`config.mk`:
```
export PLATFORM = sky130hd
export DESIGN_NAME = detect_controller
export DESIGN_NICKNAME = d
export VERILOG_FILES = /design/src/rtl/detect_controller_pkg.sv /design/src/rtl/detect_controller_feat_channel.sv /design/src/rtl/detect_controller.sv
export SDC_FILE = /design/constraint.sdc
export NUM_CORES = 1
export LEC_CHECK = 0
export CORE_MARGIN = 2
export CORE_UTILIZATION = 47
export CTS_BUF_LIST = sky130_fd_sc_hd__clkbuf_8 sky130_fd_sc_hd__clkbuf_16
export CTS_CLUSTER_DIAMETER = 150
export DETAILED_ROUTE_END_ITERATION = 10
export GPL_TIMING_DRIVEN = 0
export PLACE_DENSITY = 0.77
export SLEW_MARGIN = 20
export SYNTH_ARGS = -nofsm -noshare
export SYNTH_HDL_FRONTEND = slang
export SYNTH_HIERARCHICAL = 1
export SYNTH_SLANG_ARGS = --single-unit
```
`constraint.sdc`:
```
create_clock -name clk -period 2.1 [get_ports clk]
set_clock_uncertainty 0.2 [all_clocks]
set_input_delay 0.21 -clock clk [delete_from_list [all_inputs] [get_ports clk]]
set_output_delay 0.21 -clock clk [all_outputs]
set_load 0.05 [all_outputs]
```
`src/rtl/detect_controller_pkg.sv`:
```
// Shared definitions for the detection controller: state encodings, default widths
// common with the ll/ps/ne feature modules, and small elaboration-time helpers.
package detect_controller_pkg;

  localparam int DEF_NUM_FEAT   = 3;
  localparam int DEF_FEAT_WIDTH = 40;
  localparam int DEF_CNT_WIDTH  = 8;

  typedef enum logic [1:0] {
    ST_IDLE    = 2'd0,
    ST_STIM    = 2'd1,
    ST_REFRACT = 2'd2
  } state_t;

  function automatic int clog2(input int value);
    int result;
    int rem;
    result = 0;
    rem    = value - 1;
    while (rem > 0) begin
      result = result + 1;
      rem    = rem >> 1;
    end
    return result;
  endfunction

  function automatic int max2(input int a, input int b);
    return (a > b) ? a : b;
  endfunction

endpackage

```
`src/rtl/detect_controller_feat_channel.sv`:
```
// One feature channel: programmable threshold, strict signed compare, and the
// hit/seen flags for the current epoch with sticky overrun detection.
module detect_controller_feat_channel
  import detect_controller_pkg::*;
#(
  parameter int                            FEAT_WIDTH  = DEF_FEAT_WIDTH,
  parameter logic signed [FEAT_WIDTH-1:0]  THR_DEFAULT = '0
) (
  input  logic                          clk,
  input  logic                          rst,
  input  logic                          en,
  input  logic                          feat_valid,
  input  logic signed [FEAT_WIDTH-1:0]  feat,
  input  logic                          thr_load,
  input  logic signed [FEAT_WIDTH-1:0]  thr_data,
  input  logic                          clear,
  output logic                          hit,
  output logic                          seen_live,
  output logic                          overrun
);

  logic signed [FEAT_WIDTH-1:0] thr;
  logic                         seen;

  // During the epoch-clearing cycle the old seen flag no longer belongs to an open epoch
  assign seen_live = seen & ~clear;

  always_ff @(posedge clk or negedge rst) begin
    if (!rst) begin
      thr     <= THR_DEFAULT;
      hit     <= 1'b0;
      seen    <= 1'b0;
      overrun <= 1'b0;
    end else if (!en) begin
      if (thr_load) begin
        thr <= thr_data;
      end
      if (feat_valid) begin
        hit  <= (feat > thr);
        seen <= 1'b1;
        if (seen_live) begin
          overrun <= 1'b1;
        end
      end else if (clear) begin
        seen <= 1'b0;
      end
    end
  end

endmodule

```
`src/rtl/detect_controller.sv`:
```
// k-of-N epoch voter with persistence, timed stimulation pulse and refractory lockout,
// sitting between the feature channels and the stimulation pin.
module detect_controller
  import detect_controller_pkg::*;
#(
  parameter int                            NUM_FEAT    = DEF_NUM_FEAT,
  parameter int                            FEAT_WIDTH  = DEF_FEAT_WIDTH,
  parameter int                            VOTE_MIN    = 2,
  parameter int                            PERSIST     = 3,
  parameter int                            STIM_LEN    = 4,
  parameter int                            REFRACT_LEN = 8,
  parameter logic signed [FEAT_WIDTH-1:0]  THR_DEFAULT = '0,
  parameter int                            CNT_WIDTH   = DEF_CNT_WIDTH,
  localparam int                           SEL_WIDTH   = max2(1, clog2(NUM_FEAT))
) (
  input  logic                           clk,
  input  logic                           rst,
  input  logic                           en,
  input  logic [NUM_FEAT*FEAT_WIDTH-1:0] feat_din,
  input  logic [NUM_FEAT-1:0]            feat_valid,
  input  logic                           thr_wr,
  input  logic [SEL_WIDTH-1:0]           thr_sel,
  input  logic signed [FEAT_WIDTH-1:0]   thr_data,
  output logic                           stimulation,
  output logic [CNT_WIDTH-1:0]           stim_count,
  output logic                           overrun,
  output logic [1:0]                     state
);

  localparam int POP_WIDTH = max2(1, clog2(NUM_FEAT + 1));
  localparam int PER_WIDTH = max2(1, clog2(PERSIST + 1));
  localparam int TMR_WIDTH = max2(1, clog2(max2(STIM_LEN, REFRACT_LEN)));

  localparam logic [TMR_WIDTH-1:0] STIM_LOAD    = TMR_WIDTH'(STIM_LEN - 1);
  localparam logic [TMR_WIDTH-1:0] REFRACT_LOAD = TMR_WIDTH'(REFRACT_LEN - 1);
  localparam logic [PER_WIDTH-1:0] PERSIST_LAST = PER_WIDTH'(PERSIST - 1);
  localparam logic [POP_WIDTH-1:0] VOTE_LIMIT   = POP_WIDTH'(VOTE_MIN);

  logic [NUM_FEAT-1:0]  hit;
  logic [NUM_FEAT-1:0]  seen_live;
  logic [NUM_FEAT-1:0]  ch_overrun;
  logic [NUM_FEAT-1:0]  thr_load;
  logic                 epoch_close;
  logic                 close_q;
  logic [POP_WIDTH-1:0] hit_count;
  logic                 pass;

  state_t               cur_state;
  state_t               nxt_state;
  logic [TMR_WIDTH-1:0] timer;
  logic [TMR_WIDTH-1:0] nxt_timer;
  logic [PER_WIDTH-1:0] persist;
  logic [PER_WIDTH-1:0] nxt_persist;
  logic [CNT_WIDTH-1:0] stim_cnt;
  logic [CNT_WIDTH-1:0] nxt_cnt;

  for (genvar g = 0; g < NUM_FEAT; g++) begin : g_ch
    assign thr_load[g] = thr_wr && (thr_sel == SEL_WIDTH'(g));

    detect_controller_feat_channel #(
      .FEAT_WIDTH  (FEAT_WIDTH),
      .THR_DEFAULT (THR_DEFAULT)
    ) u_ch (
      .clk        (clk),
      .rst        (rst),
      .en         (en),
      .feat_valid (feat_valid[g]),
      .feat       (feat_din[g*FEAT_WIDTH +: FEAT_WIDTH]),
      .thr_load   (thr_load[g]),
      .thr_data   (thr_data),
      .clear      (close_q),
      .hit        (hit[g]),
      .seen_live  (seen_live[g]),
      .overrun    (ch_overrun[g])
    );
  end

  // An epoch closes once every channel has reported, counting valids arriving this cycle
  assign epoch_close = &(seen_live | feat_valid);

  always_comb begin
    hit_count = '0;
    for (int i = 0; i < NUM_FEAT; i++) begin
      hit_count = hit_count + POP_WIDTH'(hit[i]);
    end
  end

  assign pass = (hit_count >= VOTE_LIMIT);

  always_ff @(posedge clk or negedge rst) begin
    if (!rst) begin
      cur_state <= ST_IDLE;
      timer     <= '0;
      persist   <= '0;
      stim_cnt  <= '0;
      close_q   <= 1'b0;
    end else if (!en) begin
      cur_state <= nxt_state;
      timer     <= nxt_timer;
      persist   <= nxt_persist;
      stim_cnt  <= nxt_cnt;
      close_q   <= epoch_close;
    end
  end

  // Epoch results only count while idle; STIM and REFRACT just run their timers down
  always_comb begin
    nxt_state   = cur_state;
    nxt_timer   = timer;
    nxt_persist = persist;
    nxt_cnt     = stim_cnt;
    unique case (cur_state)
      ST_IDLE: begin
        if (close_q) begin
          if (!pass) begin
            nxt_persist = '0;
          end else if (persist == PERSIST_LAST) begin
            nxt_state   = ST_STIM;
            nxt_timer   = STIM_LOAD;
            nxt_persist = '0;
            if (stim_cnt != '1) begin
              nxt_cnt = stim_cnt + 1'b1;
            end
          end else begin
            nxt_persist = persist + 1'b1;
          end
        end
      end
      ST_STIM: begin
        if (timer == '0) begin
          nxt_state = ST_REFRACT;
          nxt_timer = REFRACT_LOAD;
        end else begin
          nxt_timer = timer - 1'b1;
        end
      end
      ST_REFRACT: begin
        if (timer == '0) begin
          nxt_state = ST_IDLE;
        end else begin
          nxt_timer = timer - 1'b1;
        end
      end
      default: begin
        nxt_state   = ST_IDLE;
        nxt_timer   = '0;
        nxt_persist = '0;
      end
    endcase
  end

  assign stimulation = (cur_state == ST_STIM) && !en;
  assign stim_count  = stim_cnt;
  assign overrun     = |ch_overrun;
  assign state       = cur_state;

endmodule

```
[Yosys cells after proc, flatten, opt, wreduce, memory -nomap -nowiden]
Cells that the tools add are included.
Word-level totals
  bits of input ports: 169
  output and inout port bits: 12
  logic and storage cells: 95
  register bits: 145
Cells by class
  multiplexer cells: 20
  reductions and logical operators: 30
  magnitude comparators: 4
  equality and inequality tests: 12
  add/subtract/negate cells: 5
  bitwise logic cells: 7
Operator list (count)
  40-bit greater-than comparator: 3
  2-bit AND reduction: 9
  2-bit 2-to-1 mux: 8
  3-bit 2-to-1 mux: 5
  3-bit AND reduction: 5
  2-bit != test, second input constant: 6
  6-bit AND reduction: 2
  3-bit case mux with 3 select lines: 1
  8-bit by 1-bit adder with 8-bit output, second input constant: 1
  8-bit != test, second input constant: 1
  2-bit equality test, second input constant: 3
  2-bit case mux with 3 select lines: 1
  2-bit nonzero test: 3
  5-bit AND reduction: 1
  2-bit by 1-bit equality test with 1-bit output, second input constant: 2
  1-bit logical AND: 4
  2-bit logical NOT: 2
  1-bit 2-to-1 mux: 4
  2-bit case mux with 2 select lines: 1
  1-bit AND: 3
  3-bit logical NOT: 1
  1-bit NOT: 3
  3-bit bitwise OR: 1
  3-bit OR reduction: 1
  other kinds (7): 7

[Longest topological paths before layout]
  depth after elaboration: 6
  depth in mapped cells: 8
  mapped depth without buffers: 8

[Modules after synthesis]
Netlist, hierarchy kept.
By module, submodules not included
  detect_controller_feat_channel: sequential area each 1076.0 um^2, area an instance 2591.2 um^2, instances 3, cells each 286
  detect_controller: sequential area each 400.4 um^2, area an instance 1031.0 um^2, instances 1, cells each 102

[Worst setup path after synthesis]
No wires, ideal clock.
  path type: reg-to-reg
  start point: register cur_state[0], in the netlist state[0]
  end point: register stim_cnt[6], in the netlist stim_count[6]
  path slack: -262 ps
  clock period less this slack: 2362 ps
  cell stages (with the launch flop): 8
  arrival: 2038 ps
  buffers on the path: 1
  required time: 1775 ps
  library setup time: 125 ps
  cell sequence: dfrtp_1 inv_1 ha_1 inv_1 or3_1 buf_6 nor3_2 mux2_2
On the way
  longest elaborated chain between the ends: 2
RTL lines
  start, declared: RTL line detect_controller.sv:48  | state_t cur_state;
  start signal, assigned: RTL line detect_controller.sv:98  | cur_state <= nxt_state;
  2-bit logical NOT: RTL line detect_controller.sv:112  | unique case (cur_state)
  6-bit AND reduction (no line)
  end signal, assigned: RTL line detect_controller.sv:101  | stim_cnt <= nxt_cnt;
  end, declared: RTL line detect_controller.sv:54  | logic [CNT_WIDTH-1:0] stim_cnt;
No other way between the ends.
A chain may end at the register's enable or synchronous reset.

[Worst setup path after layout]
  start point: register g_ch[0].u_ch.thr[23]
  end point: register g_ch[0].u_ch.hit
On the way
  longest elaborated chain between the ends: 1
RTL lines
  start, declared: RTL line detect_controller_feat_channel.sv:22  | logic signed [FEAT_WIDTH-1:0] thr;
  start signal, assigned: RTL line detect_controller_feat_channel.sv:36  | thr <= thr_data;
  40-bit greater-than comparator: RTL line detect_controller_feat_channel.sv:39  | hit <= (feat > thr);
  end signal, assigned: RTL line detect_controller_feat_channel.sv:39
  end, declared: RTL line detect_controller_feat_channel.sv:17  | output logic hit,
No other way between the ends.

==> results.py <==
metrics = {
    "pwr": {
        "power.share.clock": 0.288,
        "ir_drop_v": 0.000619,
        "p_per_area_mw_per_mm2": 835,
        "power_switching_uw": 3460,
        "pwr-share-seq": 0.359,
        "pwr-share-comb": 0.353,
        "design_power_total_uw": 10200,
        "switching_share": 0.341,
        "p_leak_uw": 0.00547,
        "power.internal_uw": 6690,
    },
    "clocking": {
        "clockBufferDepth": 2,
        "clk_latency_ns": 0.43,
        "clkTransAtPathRegs_ns": 0.07,
        "cts_made_buffers": 17,
        "cts_tree": "done",
        "cts_sinks": 145,
        "htreeDepth": 4,
        "cts_root_buffer": "clkbuf_16",
    },
    "yosys": {
        "synthMuxAreaShare": 0.0102,
        "synth.distinct_cells": 47,
        "ys_async_sr_fraction": 1.00,
        "synth-edff-count": 0,
        "yosys_register_bits": 145,
        "synthAdderAreaFrac": 0.183,
        "syn-mean-instance-area_um2": 9.17,
        "synth_compound_area_frac": 0.153,
        "synth_area_leaders": "dfrtp_1 (41%), ha_1 (18%), nand2_1 (6.9%)",
        "yosysTopAreaCell": "dfrtp_1",
        "yosys_warnings": 6,
        "synth_area_mm2": 0.00880,
        "yosys.area_share.xor_xnor": 0.00398,
        "yosys.area_share.simple": 0.167,
        "synth_common_cells": "nand2_1 (161), dfrtp_1 (145), inv_1 (134)",
        "syn_nets": 1258,
        "synth_top_family_by_area": "adder cells",
        "synth_most_common_cell": "nand2_1",
        "synth_top_area_frac": 0.412,
        "synth_top_flop_cell": "dfrtp_1",
        "synthCells": 960,
        "yosysSeqAreaShare": 0.412,
    },
    "setup_path": {
        "slowest_delay_ns": 0.38,
        "end_kind": "flop",
        "crit_chain": "inv_2 -> ha_4 -> nand4_1 -> buf_4 -> nor2_1 -> a221o_1 -> o21ai_2 -> a31oi_1 -> nand3b_1",
        "critical_path_class": "flop to flop",
        "cp.required_ns": 2.20,
        "cp.arrival_ns": 2.31,
        "cp_max_fo": 3,
        "cpMaxStageDelayCell": "dfrtp_1",
        "crit_path_start_kind": "flop",
    },
    "route": {
        "drt-vias-per-instance": 5.45,
        "drtIter0Drc": 397,
        "wl_per_cell_um": 18.0,
        "drc": 0,
        "routed-via-count": 7750,
        "ant_nets": 0,
        "postRouteWirelength_mm": 25.6,
        "drt_first_pass_iters": 4,
    },
    "placement": {
        "place_ws_ns": -0.637,
        "port_buffers": 180,
        "place_hpwl_mm": 18.9,
        "globalplace.congestion": 0.882,
        "placed_cells": 1375,
    },
    "cells_and_area": {
        "synthToLayoutAreaGrowth_pct": 38.1,
        "fin_nets": 1473,
        "diodes": 0,
        "drive_gt1_frac": 0.130,
        "finalNonFillerCells": 1422,
    },
    "floorplanning": {
        "core_mm2": 0.0185,
        "die_y_um": 141,
        "num_io_pins": 181,
        "dieArea_mm2": 0.0198,
        "start_util": 0.475,
        "rows": 50,
        "die_w_um": 141,
    },
    "hold_path": {
        "min_path_type": "input pin to async pin",
    },
    "global_route": {
        "overflow": 0,
        "grt_pass1_wl_mm": 40.4,
        "grt_usage": 0.262,
        "grt_pass1_vias": 7950,
        "grt_max_degree": 85,
        "antenna_found_initial": 0,
    },
    "sta": {
        "setup_ws_ns": -0.113,
        "hold_violations": 0,
        "finalSetupTns_ns": -0.229,
        "tightest_slew_ns": 0.662,
        "setup_viol": 3,
        "drv_slew": 0,
        "period_needed_ns": 2.21,
        "relSlewSlack": 0.559,
        "timing.final.crit_share": 1.05,
        "timing.fmax_ghz": 0.452,
        "rsz0062_at_grt": "yes",
    },
    "outcome": {
        "status": "complete, but fails checks",
        "violations": "negative setup slack",
    },
    "flow_run": {
        "maxCapViolations": 0,
    },
}
[flip-flops by register name, indices dropped and copies added (netlist names)]
name               count
g_ch.u_ch/seen         3
persist                2
g_ch.u_ch/thr        120
state                  2
g_ch.u_ch/hit          3
g_ch.u_ch/overrun      3
timer                  3
stim_count             8
close_q                1
[power by group through the flow]
stage,logic [uW],registers (uW),clock network (uW)
floorplan,2010,3700,0
global placement,3010,3660,0
detailed placement,3140,3680,0
CTS,3330,3640,2970
global route,4020,3710,3080
finish,3580,3650,2920
[stage by stage]
stage / utilization / hold WS [ns] / cell area [um^2]
floorplan: - / -0.286 / 8850
global placement: 0.591 / 0.242 / 10900
detailed placement: 0.593 / 0.0593 / 11000
CTS: 0.641 / 0.192 / 11900
global route: 0.656 / 0.231 / 12200
finish: 0.656 / 0.176 / 12200
[critical path, delay by kind of cell, from the launching register on]
kind	cells	cell delay, ns
buffers and inverters	2	0.25
DFF	1	0.38
AOI/OAI and AO/OA	3	0.63
adders and majority gates	1	0.21
and+or+nand+nor	3	0.42
[path summary, 6_finish.rpt]
check / from / endpoint / slack, ns / cells after the start
worst max-delay path: g_ch[0].u_ch/thr[23] / g_ch[0].u_ch/hit / -0.11 / 9
worst min register to register: g_ch[2].u_ch/overrun / g_ch[2].u_ch/overrun / 0.26 / 1
worst min-delay path: rst / g_ch[1].u_ch/thr[24] / 0.18 / 2
min in group clk: en / close_q / 0.22 / 3
max in group asynchronous: rst / g_ch[2].u_ch/thr[5] / 0.77 / 3
worst max register to register: g_ch[0].u_ch/thr[23] / g_ch[0].u_ch/hit / -0.11 / 9
[cell usage in the layout (no fill, tap or decap), types with 6 or more instances in the layout]
| cell | netlist | layout |
|---|---|---|
| clkdlybuf4s50_1 | 0 | 169 |
| nand2_1 | 161 | 161 |
| dfrtp_1 | 145 | 139 |
| inv_1 | 134 | 122 |
| o21ai_0 | 115 | 110 |
| ha_1 | 129 | 102 |
| a21oi_1 | 58 | 56 |
| ha_4 | 0 | 27 |
| o21ai_1 | 18 | 20 |
| nand4_1 | 19 | 19 |
| clkbuf_1 | 21 | 19 |
| nand3_1 | 17 | 17 |
| clkbuf_16 | 0 | 17 |
| nor2_1 | 15 | 15 |
| nor2b_1 | 15 | 14 |
| buf_4 | 0 | 14 |
| inv_2 | 0 | 13 |
| nor4_4 | 7 | 7 |
| mux2_2 | 7 | 6 |
| a21o_1 | 6 | 6 |
| dfrtp_2 | 0 | 6 |
[cell families after synthesis]
| group | Yosys count |
|---|---|
| muxes | 8 |
| and+or+nand+nor | 271 |
| xor gates and xnor gates | 4 |
| adders and majority gates | 129 |
| AOI/OAI and AO/OA | 241 |
| buffers and inverters | 162 |
| DFF | 145 |
[cell type report]
cell class	instances	area [um^2]
plain buffers	27	114
clock buffers	19	453
clock inverters	13	116
fillers	1464	6360
inverters	134	503
multi-input cells	653	5080
flip-flops and latches	145	3640
well taps	234	293
repair buffers	197	1970
[metal layers]
metal	vias up	GRT usage	wire, um
met1	3768	0.344	11500
met3	39	0.0425	1180
met5	-	0	0
li1	3717	-	-
met4	0	0.0768	558
met2	226	0.447	12400
[what timing repair did]
| item | 4_1_cts | 5_1_grt |
|---|---|---|
| resized for setup | 53 | 40 |
| hold endpoints to repair | 83 | 0 |
| endpoints found under the setup margin | 9 | 39 |
| pin swaps | 25 | 20 |
| buffers inserted | 8 | 7 |
| hold buffers | 1 | 0 |
No activity file was read; power rests on OpenSTA's default activity.
